--- src/rtl/writeback_stage_if.sv ---
// Upstream (MEM -> WB) handshake and instruction fields for the writeback stage.
// The master side is the MEM stage; the slave side is writeback_stage.
interface writeback_stage_if #(
    parameter int DATA_W = 32
);
    logic              in_valid;
    logic              in_ready;
    logic [4:0]        in_rd;
    logic              in_we;
    logic [1:0]        in_wbsel;
    logic [2:0]        in_funct3;
    logic [DATA_W-1:0] in_alu;
    logic [DATA_W-1:0] in_pc4;

    modport master (
        output in_valid, in_rd, in_we, in_wbsel, in_funct3, in_alu, in_pc4,
        input  in_ready
    );

    modport slave (
        input  in_valid, in_rd, in_we, in_wbsel, in_funct3, in_alu, in_pc4,
        output in_ready
    );
endinterface

--- src/rtl/writeback_stage.sv ---
// Single-entry writeback stage: holds one instruction, waits for load data when
// needed, formats the result and drives the register-file write port.
module writeback_stage #(
    parameter int          DATA_W       = 32,
    parameter logic [31:0] INSTRET_INIT = 32'h0  // reset value of instret; keep 0 in real use
) (
    input  logic              clk,
    input  logic              reset,
    writeback_stage_if.slave  up,
    input  logic [DATA_W-1:0] mem_rdata,
    input  logic              mem_rvalid,
    input  logic              flush,
    output logic [4:0]        rd,
    output logic              we,
    output logic [DATA_W-1:0] wrs3,
    output logic [31:0]       instret
);

    typedef enum logic [1:0] {
        IDLE     = 2'd0,
        HOLD     = 2'd1,
        WAIT_MEM = 2'd2
    } state_t;

    localparam logic [1:0] WB_LOAD = 2'b01;
    localparam logic [1:0] WB_PC4  = 2'b10;

    localparam logic [2:0] F3_LB  = 3'b000;
    localparam logic [2:0] F3_LH  = 3'b001;
    localparam logic [2:0] F3_LBU = 3'b100;
    localparam logic [2:0] F3_LHU = 3'b101;

    typedef struct packed {
        logic [4:0]        rd;
        logic              we;
        logic [1:0]        wbsel;
        logic [2:0]        funct3;
        logic [DATA_W-1:0] alu;
        logic [DATA_W-1:0] pc4;
    } stage_t;

    state_t            state, state_nxt;
    stage_t            stage_q, stage_d;
    logic              retire;
    logic              accept;
    logic              ready;
    logic [7:0]        ld_byte;
    logic [15:0]       ld_half;
    logic [DATA_W-1:0] load_data;
    logic [DATA_W-1:0] result;

    // Next-state and handshake. Flush dominates everything in the same cycle.
    always_comb begin
        // NOTE: every signal gets a default first so no path leaves it unassigned (no latch).
        state_nxt = state;
        stage_d   = stage_q;
        retire    = 1'b0;

        case (state)
            IDLE:     retire = 1'b0;
            HOLD:     retire = 1'b1;
            WAIT_MEM: retire = mem_rvalid;
            default:  retire = 1'b0;
        endcase

        if (flush) begin
            retire = 1'b0;
        end

        ready  = reset & ~flush & ((state == IDLE) | retire);
        accept = up.in_valid & ready;

        if (flush) begin
            state_nxt = IDLE;
            stage_d   = '0;
        end else if (accept) begin
            state_nxt      = (up.in_wbsel == WB_LOAD) ? WAIT_MEM : HOLD;
            stage_d.rd     = up.in_rd;
            stage_d.we     = up.in_we;
            stage_d.wbsel  = up.in_wbsel;
            stage_d.funct3 = up.in_funct3;
            stage_d.alu    = up.in_alu;
            stage_d.pc4    = up.in_pc4;
        end else if (retire || (state != HOLD && state != WAIT_MEM)) begin
            state_nxt = IDLE;
        end
    end

    assign up.in_ready = ready;

    always_ff @(posedge clk or negedge reset) begin
        // NOTE: sequential state uses non-blocking assignments so all registers update together.
        if (!reset) begin
            state   <= IDLE;
            stage_q <= '0;
            instret <= INSTRET_INIT;
        end else begin
            state   <= state_nxt;
            stage_q <= stage_d;
            if (retire) begin
                instret <= instret + 32'd1;
            end
        end
    end

    // Load formatting: the memory returns an aligned word, the low address bits pick the lane.
    always_comb begin
        case (stage_q.alu[1:0])
            2'd0:    ld_byte = mem_rdata[7:0];
            2'd1:    ld_byte = mem_rdata[15:8];
            2'd2:    ld_byte = mem_rdata[23:16];
            default: ld_byte = mem_rdata[31:24];
        endcase

        ld_half = stage_q.alu[1] ? mem_rdata[31:16] : mem_rdata[15:0];

        case (stage_q.funct3)
            F3_LB:   load_data = {{(DATA_W-8){ld_byte[7]}}, ld_byte};
            F3_LBU:  load_data = {{(DATA_W-8){1'b0}}, ld_byte};
            F3_LH:   load_data = {{(DATA_W-16){ld_half[15]}}, ld_half};
            F3_LHU:  load_data = {{(DATA_W-16){1'b0}}, ld_half};
            default: load_data = mem_rdata;
        endcase

        case (stage_q.wbsel)
            WB_LOAD: result = load_data;
            WB_PC4:  result = stage_q.pc4;
            default: result = stage_q.alu;
        endcase
    end

    // Write port is quiet outside retire cycles; x0 retires but never writes.
    always_comb begin
        rd   = '0;
        we   = 1'b0;
        wrs3 = '0;
        if (retire) begin
            rd   = stage_q.rd;
            we   = stage_q.we & (stage_q.rd != 5'd0);
            wrs3 = result;
        end
    end

endmodule

--- src/flat_wrapper.sv ---
// flat-port wrapper written by rule: the top's interface ports become plain ports
module writeback_stage_flat 
#(
    parameter int          DATA_W       = 32,
    parameter logic [31:0] INSTRET_INIT = 32'h0                                               
)
  (clk, reset, mem_rdata, mem_rvalid, flush, rd, we, wrs3, instret, up_in_valid, up_in_rd, up_in_we, up_in_wbsel, up_in_funct3, up_in_alu, up_in_pc4, up_in_ready);
  writeback_stage_if #(.DATA_W(DATA_W)) up_i ();
  input  logic clk;
  input  logic reset;
  input  logic [DATA_W-1:0] mem_rdata;
  input  logic mem_rvalid;
  input  logic flush;
  output logic [4:0] rd;
  output logic we;
  output logic [DATA_W-1:0] wrs3;
  output logic [31:0] instret;
  input wire logic [$bits(up_i.in_valid)-1:0] up_in_valid;
  input wire logic [$bits(up_i.in_rd)-1:0] up_in_rd;
  input wire logic [$bits(up_i.in_we)-1:0] up_in_we;
  input wire logic [$bits(up_i.in_wbsel)-1:0] up_in_wbsel;
  input wire logic [$bits(up_i.in_funct3)-1:0] up_in_funct3;
  input wire logic [$bits(up_i.in_alu)-1:0] up_in_alu;
  input wire logic [$bits(up_i.in_pc4)-1:0] up_in_pc4;
  output wire logic [$bits(up_i.in_ready)-1:0] up_in_ready;
  assign up_i.in_valid = up_in_valid;
  assign up_i.in_rd = up_in_rd;
  assign up_i.in_we = up_in_we;
  assign up_i.in_wbsel = up_in_wbsel;
  assign up_i.in_funct3 = up_in_funct3;
  assign up_i.in_alu = up_in_alu;
  assign up_i.in_pc4 = up_in_pc4;
  assign up_in_ready = up_i.in_ready;
  writeback_stage #(.DATA_W(DATA_W), .INSTRET_INIT(INSTRET_INIT)) u_core (.clk(clk), .reset(reset), .up(up_i), .mem_rdata(mem_rdata), .mem_rvalid(mem_rvalid), .flush(flush), .rd(rd), .we(we), .wrs3(wrs3), .instret(instret));
endmodule
--- config.mk ---
export PLATFORM = sky130hd
export DESIGN_NAME = writeback_stage_flat
export DESIGN_NICKNAME = d
export VERILOG_FILES = /design/src/rtl/writeback_stage_if.sv /design/src/rtl/writeback_stage.sv /design/src/flat_wrapper.sv
export SDC_FILE = /design/constraint.sdc
export NUM_CORES = 1
export LEC_CHECK = 0
export BUFFER_PORTS_ARGS = -buffer_cell sky130_fd_sc_hd__buf_2
export CAP_MARGIN = 0
export CORE_AREA = 8 8 115 117
export DETAILED_ROUTE_END_ITERATION = 10
export DIE_AREA = 0 0 123 125
export PLACE_DENSITY = 0.85
export SETUP_SLACK_MARGIN = 0.05
export SLEW_MARGIN = 10
export SYNTH_ARGS = -nofsm -noshare
export SYNTH_HDL_FRONTEND = slang
export SYNTH_SLANG_ARGS = --single-unit
--- constraint.sdc ---
create_clock -name clk -period 5.2 [get_ports clk]
set_input_delay 0.26 -clock clk [delete_from_list [all_inputs] [get_ports clk]]
set_output_delay 0.26 -clock clk [all_outputs]
set_load 0.05 [all_outputs]
== Word-level counts from Yosys, hierarchy flattened ==
Cells that the tools add are included.

* Flip-flop bits (word level): 109
* Input port bits: 112
* Logic and storage cells: 50

* Add/sub/neg operators: 1
* Equality and inequality tests: 12
* Multiplexer cells: 15
* Bitwise operators: 6
* Reduce and logical (&&, ||, !) cells: 8

{| class="wikitable"
|+ Operator list
! operator !! count
|-
| 75-bit 2-to-1 mux || 2
|-
| 32-bit case mux with 4 select lines || 1
|-
| 32-bit case mux with 2 select lines || 1
|-
| 32-bit by 1-bit adder with 32-bit output, second input constant || 1
|-
| 32-bit 2-to-1 mux || 1
|-
| 8-bit case mux with 3 select lines || 1
|-
| 16-bit 2-to-1 mux || 1
|-
| 2-bit by 1-bit == test with 1-bit output, second input constant || 4
|-
| 2-bit 2-to-1 mux || 4
|-
| 2-bit == test, second input constant || 3
|-
| 3-bit == test, second input constant || 2
|-
| 5-bit 2-to-1 mux || 1
|-
| 5-bit nonzero test || 1
|-
| 1-bit AND || 4
|-
| 2-bit zero test || 2
|-
| 3-bit by 1-bit == test with 1-bit output, second input constant || 1
|-
| 3-bit zero test || 1
|-
| 3-bit nonzero test || 1
|-
| 1-bit 2-to-1 mux || 2
|-
| 2-bit by 1-bit != test with 1-bit output, second input constant || 1
|-
| 2-bit != test, second input constant || 1
|-
| 1-bit case mux with 2 select lines || 1
|-
| 2-bit nonzero test || 1
|-
| 1-bit logical AND || 1
|-
| other kinds (3) || 3
|}

== Longest topological paths before layout ==
Gate-level depths: netlist of run 1.

* Depth after elaboration: 8
* Gate-level depth with buffers: 9

== Worst setup path after synthesis of run 1 ==
Ideal clock, no wire load.

* Path type: register -> output
* Start: reg u_core.stage_q[67] in the netlist's numbering
* End: out wrs3[0]
* Arrival: 2625 ps
* Data required time: 4940 ps
* Setup slack: 2315 ps
* Stages on the path, launching flop included: 7
* Path buffers: 2
* Cells stage by stage: dfrtp_1 -> inv_1 -> ha_1 -> clkbuf_1 -> clkbuf_1 -> a21oi_1 -> a311oi_1

* Cells in the longest elaborated chain, start to end: 3
* Elaborated cells between the ends (all ways): 4
* Those cells by class: eq/ne: 2; mux: 2

{| class="wikitable"
|+ Ends and longest elaborated chain
! what !! RTL line !! text
|-
| from (decl) || writeback_stage.sv:43 || <nowiki>stage_t stage_q, stage_d;</nowiki>
|-
| from (signal assigned) || writeback_stage.sv:99 || <nowiki>stage_q <= stage_d;</nowiki>
|-
| 2-bit == test / 2-bit by 1-bit == test with 1-bit output (equally long branches) || writeback_stage.sv:125 || <nowiki>case (stage_q.wbsel)</nowiki>
|-
| 32-bit case mux with 2 select lines (*) || writeback_stage.sv:125 ||
|-
| 32-bit 2-to-1 mux (*) || writeback_stage.sv:137 || <nowiki>if (retire) begin</nowiki>
|-
| to (decl) || flat_wrapper.sv:16 || <nowiki>output logic [DATA_W-1:0] wrs3;</nowiki>
|}

Mark *: on every way between the ends. The rest lies on a longest branch, timed or not.

== Worst setup path in the final report of run 1 ==
* Start: reg u_core.stage_q[67] in the netlist's numbering
* End: out wrs3[8]

Same word-level chain as after synthesis.

==> metrics.log, run 1 <==
[metrics] die footprint: about 0.015 mm²
[metrics] Worst Tran Pin Value: around 1100 ps
[metrics] buffers plus inverters on the worst setup path: 4
[metrics] number of nets with antenna violations after detailed routing: 0
[metrics] Pwr per Cell Area: 244 mW/mm²
[metrics] Critical Path Slowest Stage Cell: sky130_fd_sc_hd__ha_1
[metrics] wire length of the first global-routing pass: 32600 µm
[metrics] total of max-cap violations: 0
[metrics] GR Overflow Total: 0
[metrics] worst min-delay path category: input port to async pin
[metrics] number of global-route vias before repair: 6368
[metrics] cell family with most CP delay: buffers and inverters
[metrics] maximum fanout along the worst path: 27
[metrics] leading cell types in the layout, fill and taps excluded: 181 x sky130_fd_sc_hd__buf_2, 129 x sky130_fd_sc_hd__nand2_1, 109 x sky130_fd_sc_hd__dfrtp_1
[metrics] cells after synthesis: 764
[metrics] clock net sink count: 109
[metrics] Worst EP required: just under 5000 ps
[metrics] share of flip-flops with an asynchronous set or reset after synthesis: 100%
[metrics] Cell Area, Placed: 0.00728 mm²
[metrics] number of synthesized flops with an enable pin: 0
[metrics] CTS H-Tree Depth: 3
[metrics] total power consumption of the routed design: 1.85 mW
[metrics] predominant post-synthesis flop cell: sky130_fd_sc_hd__dfrtp_1
[metrics] Die W: 123 µm
[metrics] number of pins with negative max-slew slack in the final report: 0
[metrics] final setup violating endpoints: 0
[metrics] fraction of synthesized cell area taken by the top area cell type: between 40% and 50%
[metrics] root buf cell: sky130_fd_sc_hd__clkbuf_16
[metrics] share of post-route cells with drive strength above 1: 25.2%
[metrics] post-synthesis area per instance: 8.32 µm²
[metrics] clock latency reported for the late side of the worst-skew pair: 350 ps
[metrics] critical path endpoint category: output port
[metrics] drt total wl: between 20000 and 25000 µm
[metrics] number of distinct library cell variants in the gate-level netlist after synthesis: just over 50
[metrics] Crit path arrival time: 2990 ps
[metrics] number of fillers in the final layout: 1023
[metrics] drt via density: 6.14
[metrics] largest net degree at the start of global routing: 72
[metrics] placer's final routability congestion estimate: 0.968
[metrics] most common cell after layout, fill and taps aside: sky130_fd_sc_hd__buf_2
[metrics] highest cell delay on the worst timing path: 800 ps
[metrics] start of the worst register-to-register path: u_core.state[0]$_DFFE_PN0P_
[metrics] final-stage net count: 1018
[metrics] router iterations before antenna repair: 7
[metrics] Yosys warning total: 0
[metrics] final core utilization: 65.3%
[metrics] initial standard-cell utilization of the core: a little over half
[metrics] number of DRC markers in iteration 0: roughly 750
[metrics] most common cell type on the critical path: sky130_fd_sc_hd__inv_1
[metrics] cell area after synthesis: between 0.006 and 0.007 mm²
[metrics] gr usage total: 26.4%
[metrics] ordered cell list for the critical path: inv_1 -> ha_1 -> buf_4 -> inv_1 -> and3_1 -> a211oi_1 -> buf_2
[metrics] fin crit share: about 62%
[metrics] peak ir drop on the vdd network: 0.194 mV
[metrics] count of state elements after synthesis: 109
[metrics] placed wire-length estimate after detailed placement: 14400 µm
[metrics] worst clock skew: 5.83 ps
[metrics] final instance area: between 0.007 and 0.008 mm²
[metrics] number of placement rows: 40
[metrics] total vias in the final route: approximately 6500
[metrics] max-slew headroom at the worst pin: between 20% and 30%
[metrics] area delta synth->final: 19.3%
[metrics] setup ws final: 1950 ps
[metrics] antenna violations before repair: 2
[metrics] Critical path origin: u_core.stage_q[67]$_DFFE_PN0P_
[metrics] unrepaired setup endpoints after global routing: no
[metrics] post-synthesis sequential area ratio: 42.9%
[metrics] routed length per placed instance: 19.3 µm
[metrics] # hold bufs at CTS: 0
[metrics] category of the most critical setup path: flip-flop to output port
[metrics] TritonCTS clock tree: built
[metrics] maximum root-to-sink buffer count: 2
[metrics] count of pins on the block boundary: 183
[metrics] upper clock frequency limit: 0.308 GHz
[metrics] Worst-path clk slew: 70 ps
[metrics] cell types with the largest area share after synthesis: sky130_fd_sc_hd__dfrtp_1 43%, sky130_fd_sc_hd__o211ai_1 9.0%, sky130_fd_sc_hd__nand2_1 7.7%, sky130_fd_sc_hd__nand3_1 7.6%, sky130_fd_sc_hd__xnor2_1 3.9%
[metrics] remaining design rule violation count: 0
[metrics] CP Launch Type: flip-flop
[metrics] post-synthesis net count: 882
[metrics] number of instances resized during post-cts repair: 0
[metrics] static power due to leakage: 3.82 nW
[metrics] height of the chip: 125 µm
[metrics] outcome: complete, no violations
[metrics] largest area contributor in the netlist: sky130_fd_sc_hd__dfrtp_1
[metrics] Setup WS pre-CTS: 2370 ps
[metrics] hold violation count in the final report: 0
[metrics] core box area: about 0.012 mm²
[metrics] Post-Route Setup TNS: 0 ps
[metrics] number of buffers added by the clock tree synthesis step: 9
[metrics] buffers added on ports: 182
[metrics] postcts setup bufs: 0
[metrics] shortest period the worst path allows: 3250 ps
state kept, by name, summed over array words and instances (netlist names):
register        cells
u_core.stage_q     75
u_core.instret     32
u_core.state        2
kinds of logic (layout without fill, tap and decap cells):
family | count (synthesis) | count (layout) | synth area share [%]
DFF | 109 | 109 | 42.9
buffers and inverters | 95 | 236 | 5.83
adders and majority gates | 6 | 6 | 1.18
muxes | 12 | 12 | 2.22
AOI/OAI and AO/OA | 200 | 200 | 20.5
xor gates and xnor gates | 31 | 31 | 4.27
and+or+nand+nor | 311 | 311 | 23.0
other | 0 | 2 | 0
area by class of cell:
class,count,area [µm²],area share [%]
timing repair buffer,192,988,13.0
multi-input combinational,560,3280,43.2
clock buffer,11,253,3.33
inverter,28,105,1.39
clock inverter,5,43.8,0.577
tap,147,184,2.42
sequential,109,2730,36.0
antenna,2,5.00,0.0660
routing by layer:
layer	up-vias	routed length (µm)	global-route usage (%)
met4	0	782	14.2
li1	2995	-	-
met2	367	9560	40.7
met5	-	0	0
met3	60	1840	5.85
met1	3050	8160	33.7
path summary, 6_finish.rpt:
path,to,slack [ps],cells past startpoint
max,wrs3[8],1950,7
min reg2reg,u_core.instret[31]$_DFFE_PN0P_,480,1
min,u_core.stage_q[18]$_DFFE_PN0P_,90,2
min in group clk,u_core.stage_q[49]$_DFFE_PN0P_,120,3
max in group asynchronous,u_core.stage_q[50]$_DFFE_PN0P_,3890,3
max reg2reg,u_core.stage_q[22]$_DFFE_PN0P_,2590,7
synthesized netlist by cell type, drive strengths merged, types with 2 or more instances:
library cell and number:
o31ai 6, nor4 3, xnor2 28, a21o 3, a211oi 9, nand2b 5
clkbuf 50, a221oi 2, mux2 7, o211ai 76, nor2 30, nand4b 2
o21ai 39, nor3 5, ha 6, a22oi 7, and2 6, a31oi 6
nand4 14, xor2 3, inv 28, mux2i 4, a21oi 46, and3 11
buf 17, dfrtp 109, nor2b 3, nand2 130, nand3 97
metrics by stage:
step / instances / hold slack [ps]
6_report: 1054 / 91.0
5_1_grt: 1054 / 113
4_1_cts: 1052 / 105
3_5_place_dp: 1036 / 466
3_3_place_gp: 1036 / 456
2_1_floorplan: 764 / -35.6
power breakdown:
part,switching (mW),internal [mW]
Combinational,0.178,0.0896
Clock,0.319,0.356
Sequential,0.0304,0.878
No activity file was read; power rests on OpenSTA's default activity.
==> inputs of run 2 (changes only) <==
Settings changed: ABC_AREA from default to 1, CORE_AREA 8 8 115 117 to 8 8 128 130, DIE_AREA 0 0 123 125 to 0 0 136 138, PLACE_DENSITY 0.85 to 0.76.
Clock period 5.2 ns to 2.8 ns, I/O delays scaled along.
==> run 2 against run 1 <==
Effect of this change: synthesized area rose by 5.5%; hold slack got worse by 74 ps; core utilization is 9.4 points lower; highest routed layer unchanged.
==> metrics.log, run 2 <==
[metrics] outcome: complete, no violations
[metrics] start of the worst register-to-register path: u_core.state[1]$_DFFE_PN0P_
[metrics] clock net sink count: 109
[metrics] height of the chip: 138 µm
[metrics] number of synthesized flops with an enable pin: 0
[metrics] Synth Area in Compound Gates: ~12%
[metrics] share of post-route cells with drive strength above 1: 23.0%
[metrics] postcts setup bufs: 0
[metrics] Pwr per Cell Area: 456 mW/mm²
[metrics] Crit path arrival time: 2390 ps
[metrics] share of flip-flops with an asynchronous set or reset after synthesis: 100%
[metrics] count of pins on the block boundary: 183
[metrics] placer's final routability congestion estimate: approximately 0.9
[metrics] antenna diode instance count: 0
[metrics] flip-flop count of the largest register after layout: 75
[metrics] predominant post-synthesis flop cell: sky130_fd_sc_hd__dfrtp_1
[metrics] GR Overflow Total: 0
[metrics] area delta synth->final: 19.3%
[metrics] total vias in the final route: between 6000 and 7000
[metrics] maximum fanout along the worst path: 33
[metrics] number of DRC markers in iteration 0: 505
[metrics] leading cell types in the layout, fill and taps excluded: 263 x sky130_fd_sc_hd__nand2_1, 181 x sky130_fd_sc_hd__buf_2, 161 x sky130_fd_sc_hd__nand3_1
[metrics] number of placement rows: 44
[metrics] peak ir drop on the vdd network: 0.328 mV
[metrics] initial standard-cell utilization of the core: 46.9%
[metrics] Worst EP required: 2660 ps
[metrics] largest area contributor in the netlist: sky130_fd_sc_hd__dfrtp_1
[metrics] cell types with the largest area share after synthesis: sky130_fd_sc_hd__dfrtp_1 41%, sky130_fd_sc_hd__nand2_1 15%, sky130_fd_sc_hd__nand3_1 12%, sky130_fd_sc_hd__a21oi_1 5.2%, sky130_fd_sc_hd__o21ai_0 4.6%
[metrics] remaining design rule violation count: 0
[metrics] fraction of synthesized cell area taken by the top area cell type: 40.7%
[metrics] critical path endpoint category: output port
[metrics] Worst Tran Pin Value: 979 ps
[metrics] root buf cell: sky130_fd_sc_hd__clkbuf_16
[metrics] worst clock skew: 6.79 ps
[metrics] gr usage total: 23.2%
[metrics] CP Launch Type: flip-flop
[metrics] fraction of synthesized cell area in xor and xnor cells: ~2.0%
[metrics] post-synthesis sequential area ratio: about two fifths
[metrics] most numerous cell types in the synthesized netlist: 263 x sky130_fd_sc_hd__nand2_1, 161 x sky130_fd_sc_hd__nand3_1, 109 x sky130_fd_sc_hd__dfrtp_1
[metrics] most common cell after layout, fill and taps aside: sky130_fd_sc_hd__nand2_1
[metrics] Die W: about 140 µm
[metrics] antenna violations before repair: 0
[metrics] number of buffers added by the clock tree synthesis step: 9
[metrics] Yosys warning total: 0
[metrics] category of the most critical setup path: flip-flop to output port
[metrics] cells after synthesis: between 900 and 1000
[metrics] post-synthesis area per instance: just over 7 µm²
[metrics] drt total wl: 21600 µm
[metrics] share of cell area taken by muxes after synthesis: 0%
[metrics] hold path startpoint: up_in_alu[11]
[metrics] clock latency reported for the late side of the worst-skew pair: between 300 and 400 ps
[metrics] total of max-cap violations: 0
[metrics] core box area: 0.0143 mm²
[metrics] drt via density: 5.41
[metrics] Adder-Cell Fraction of Synth Area: under 10%
[metrics] cell area after synthesis: 0.00671 mm²
[metrics] placed wire-length estimate after detailed placement: 15500 µm
[metrics] shortest period the worst path allows: 2530 ps
[metrics] most frequent cell after synthesis: sky130_fd_sc_hd__nand2_1
[metrics] wire length of the first global-routing pass: 35500 µm
[metrics] unrepaired setup endpoints after global routing: no
[metrics] buffers added on ports: around 180
[metrics] Post-Route Setup TNS: 0 ps
[metrics] Worst-path clk slew: 70 ps
[metrics] hold violation count in the final report: 0
[metrics] maximum root-to-sink buffer count: 2
[metrics] upper clock frequency limit: 0.395 GHz
[metrics] routed length per placed instance: between 15 and 20 µm
[metrics] final core utilization: 55.9%
[metrics] TritonCTS clock tree: built
[metrics] post-synthesis net count: between 1000 and 1500
[metrics] Setup WS pre-CTS: 597 ps
[metrics] die footprint: 0.0188 mm²
[metrics] static power due to leakage: 4.27 nW
[metrics] CTS H-Tree Depth: 3
[metrics] Critical path origin: u_core.state[1]$_DFFE_PN0P_
[metrics] simple logic cell fraction of the synthesized area: between 30 and 40%
[metrics] largest net degree at the start of global routing: 78
[metrics] number of distinct library cell variants in the gate-level netlist after synthesis: 31
[metrics] router iterations before antenna repair: 5
[metrics] register-to-register path setup slack: 670 ps
[metrics] max-slew headroom at the worst pin: between 30% and 40%
[metrics] worst min-delay path category: input port to flip-flop
[metrics] number of pins with negative max-slew slack in the final report: 0
[metrics] largest registers ranked by flip-flop count: u_core.stage_q (75), u_core.instret (32), u_core.state (2)
[metrics] setup ws final: about 270 ps
[metrics] final setup violating endpoints: 0
[metrics] final-stage net count: 1214
[metrics] fin crit share: 90.5%
[metrics] number of nets with antenna violations after detailed routing: 0
[metrics] largest family of logic cells by synthesized area: simple AND/OR/NAND/NOR gates
[metrics] number of global-route vias before repair: 6996
[metrics] count of state elements after synthesis: 109
[metrics] register bank with the most flops: u_core.stage_q
[run 2: area by class of cell]
type                       count  area [µm²]
fill                        1388        6310
clock inverter                 3        68.8
multi-input combinational    719        3460
timing repair buffer         194        1030
inverter                      63         239
clock buffer                  12         246
sequential                   109        2730
tap                          184         230
[run 2: metal layers]
| layer | track usage [%] | part of all wire, % | vias to the layer above |
|---|---|---|---|
| met2 | 37.1 | 47 | 274 |
| met3 | 4.75 | 7.6 | 42 |
| met4 | 8.73 | 2.6 | 0 |
| met1 | 29.9 | 43 | 3246 |
| met5 | 0 | 0 | - |
| li1 | - | - | 3383 |
[run 2: final timing paths]
| kind | depth (start not counted) | to |
|---|---|---|
| setup / recovery | 7 | wrs3[31] |
| hold / removal | 3 | u_core.stage_q[43]$_DFFE_PN0P_ |
| setup reg to reg | 10 | u_core.instret[17]$_DFFE_PN0P_ |
| hold reg to reg | 2 | u_core.stage_q[37]$_DFFE_PN0P_ |
| max in group asynchronous | 3 | u_core.stage_q[33]$_DFFE_PN0P_ |
| min in group asynchronous | 2 | u_core.stage_q[73]$_DFFE_PN0P_ |
[run 2: where the power goes]
part,total (mW),switching [mW],internal (mW)
Clock,1.38,0.573,0.809
Combinational,0.581,0.400,0.181
Sequential,1.69,0.0496,1.64
[run 2: repair_timing]
action,4_1_cts,5_1_grt
hold buffers,1,0
endpoints found under the setup margin,0,2
hold endpoints to repair,32,0
gates resized for setup,0,1
[run 2: cell families after synthesis]
kind of cell / count (synthesis)
AOI/OAI and AO/OA: 146
xor gates and xnor gates: 15
adders and majority gates: 6
buffers and inverters: 120
DFF: 109
and+or+nand+nor: 552
[run 2: stage by stage]
step / std cells / total power, mW / area (µm²) / hold slack (ps)
final: 1284 / 3.65 / 8000 / 17.4
after global routing: 1284 / 3.83 / 8000 / 23.2
after CTS: 1284 / 3.69 / 8000 / 8.21
after detailed placement: 1268 / 2.30 / 7670 / 112
after global placement: 1268 / 2.29 / 7670 / 119
after floorplan: 948 / 2.08 / 6710 / -156
[run 2: worst max-delay path, cell delays in order (launching register included)]
cell and delay [ps]:
sky130_fd_sc_hd__dfrtp_1 380, sky130_fd_sc_hd__inv_1 70, sky130_fd_sc_hd__ha_1 360, sky130_fd_sc_hd__nand3_4 90
sky130_fd_sc_hd__inv_2 420, sky130_fd_sc_hd__o21ai_0 190, sky130_fd_sc_hd__a21oi_1 210, sky130_fd_sc_hd__buf_2 300
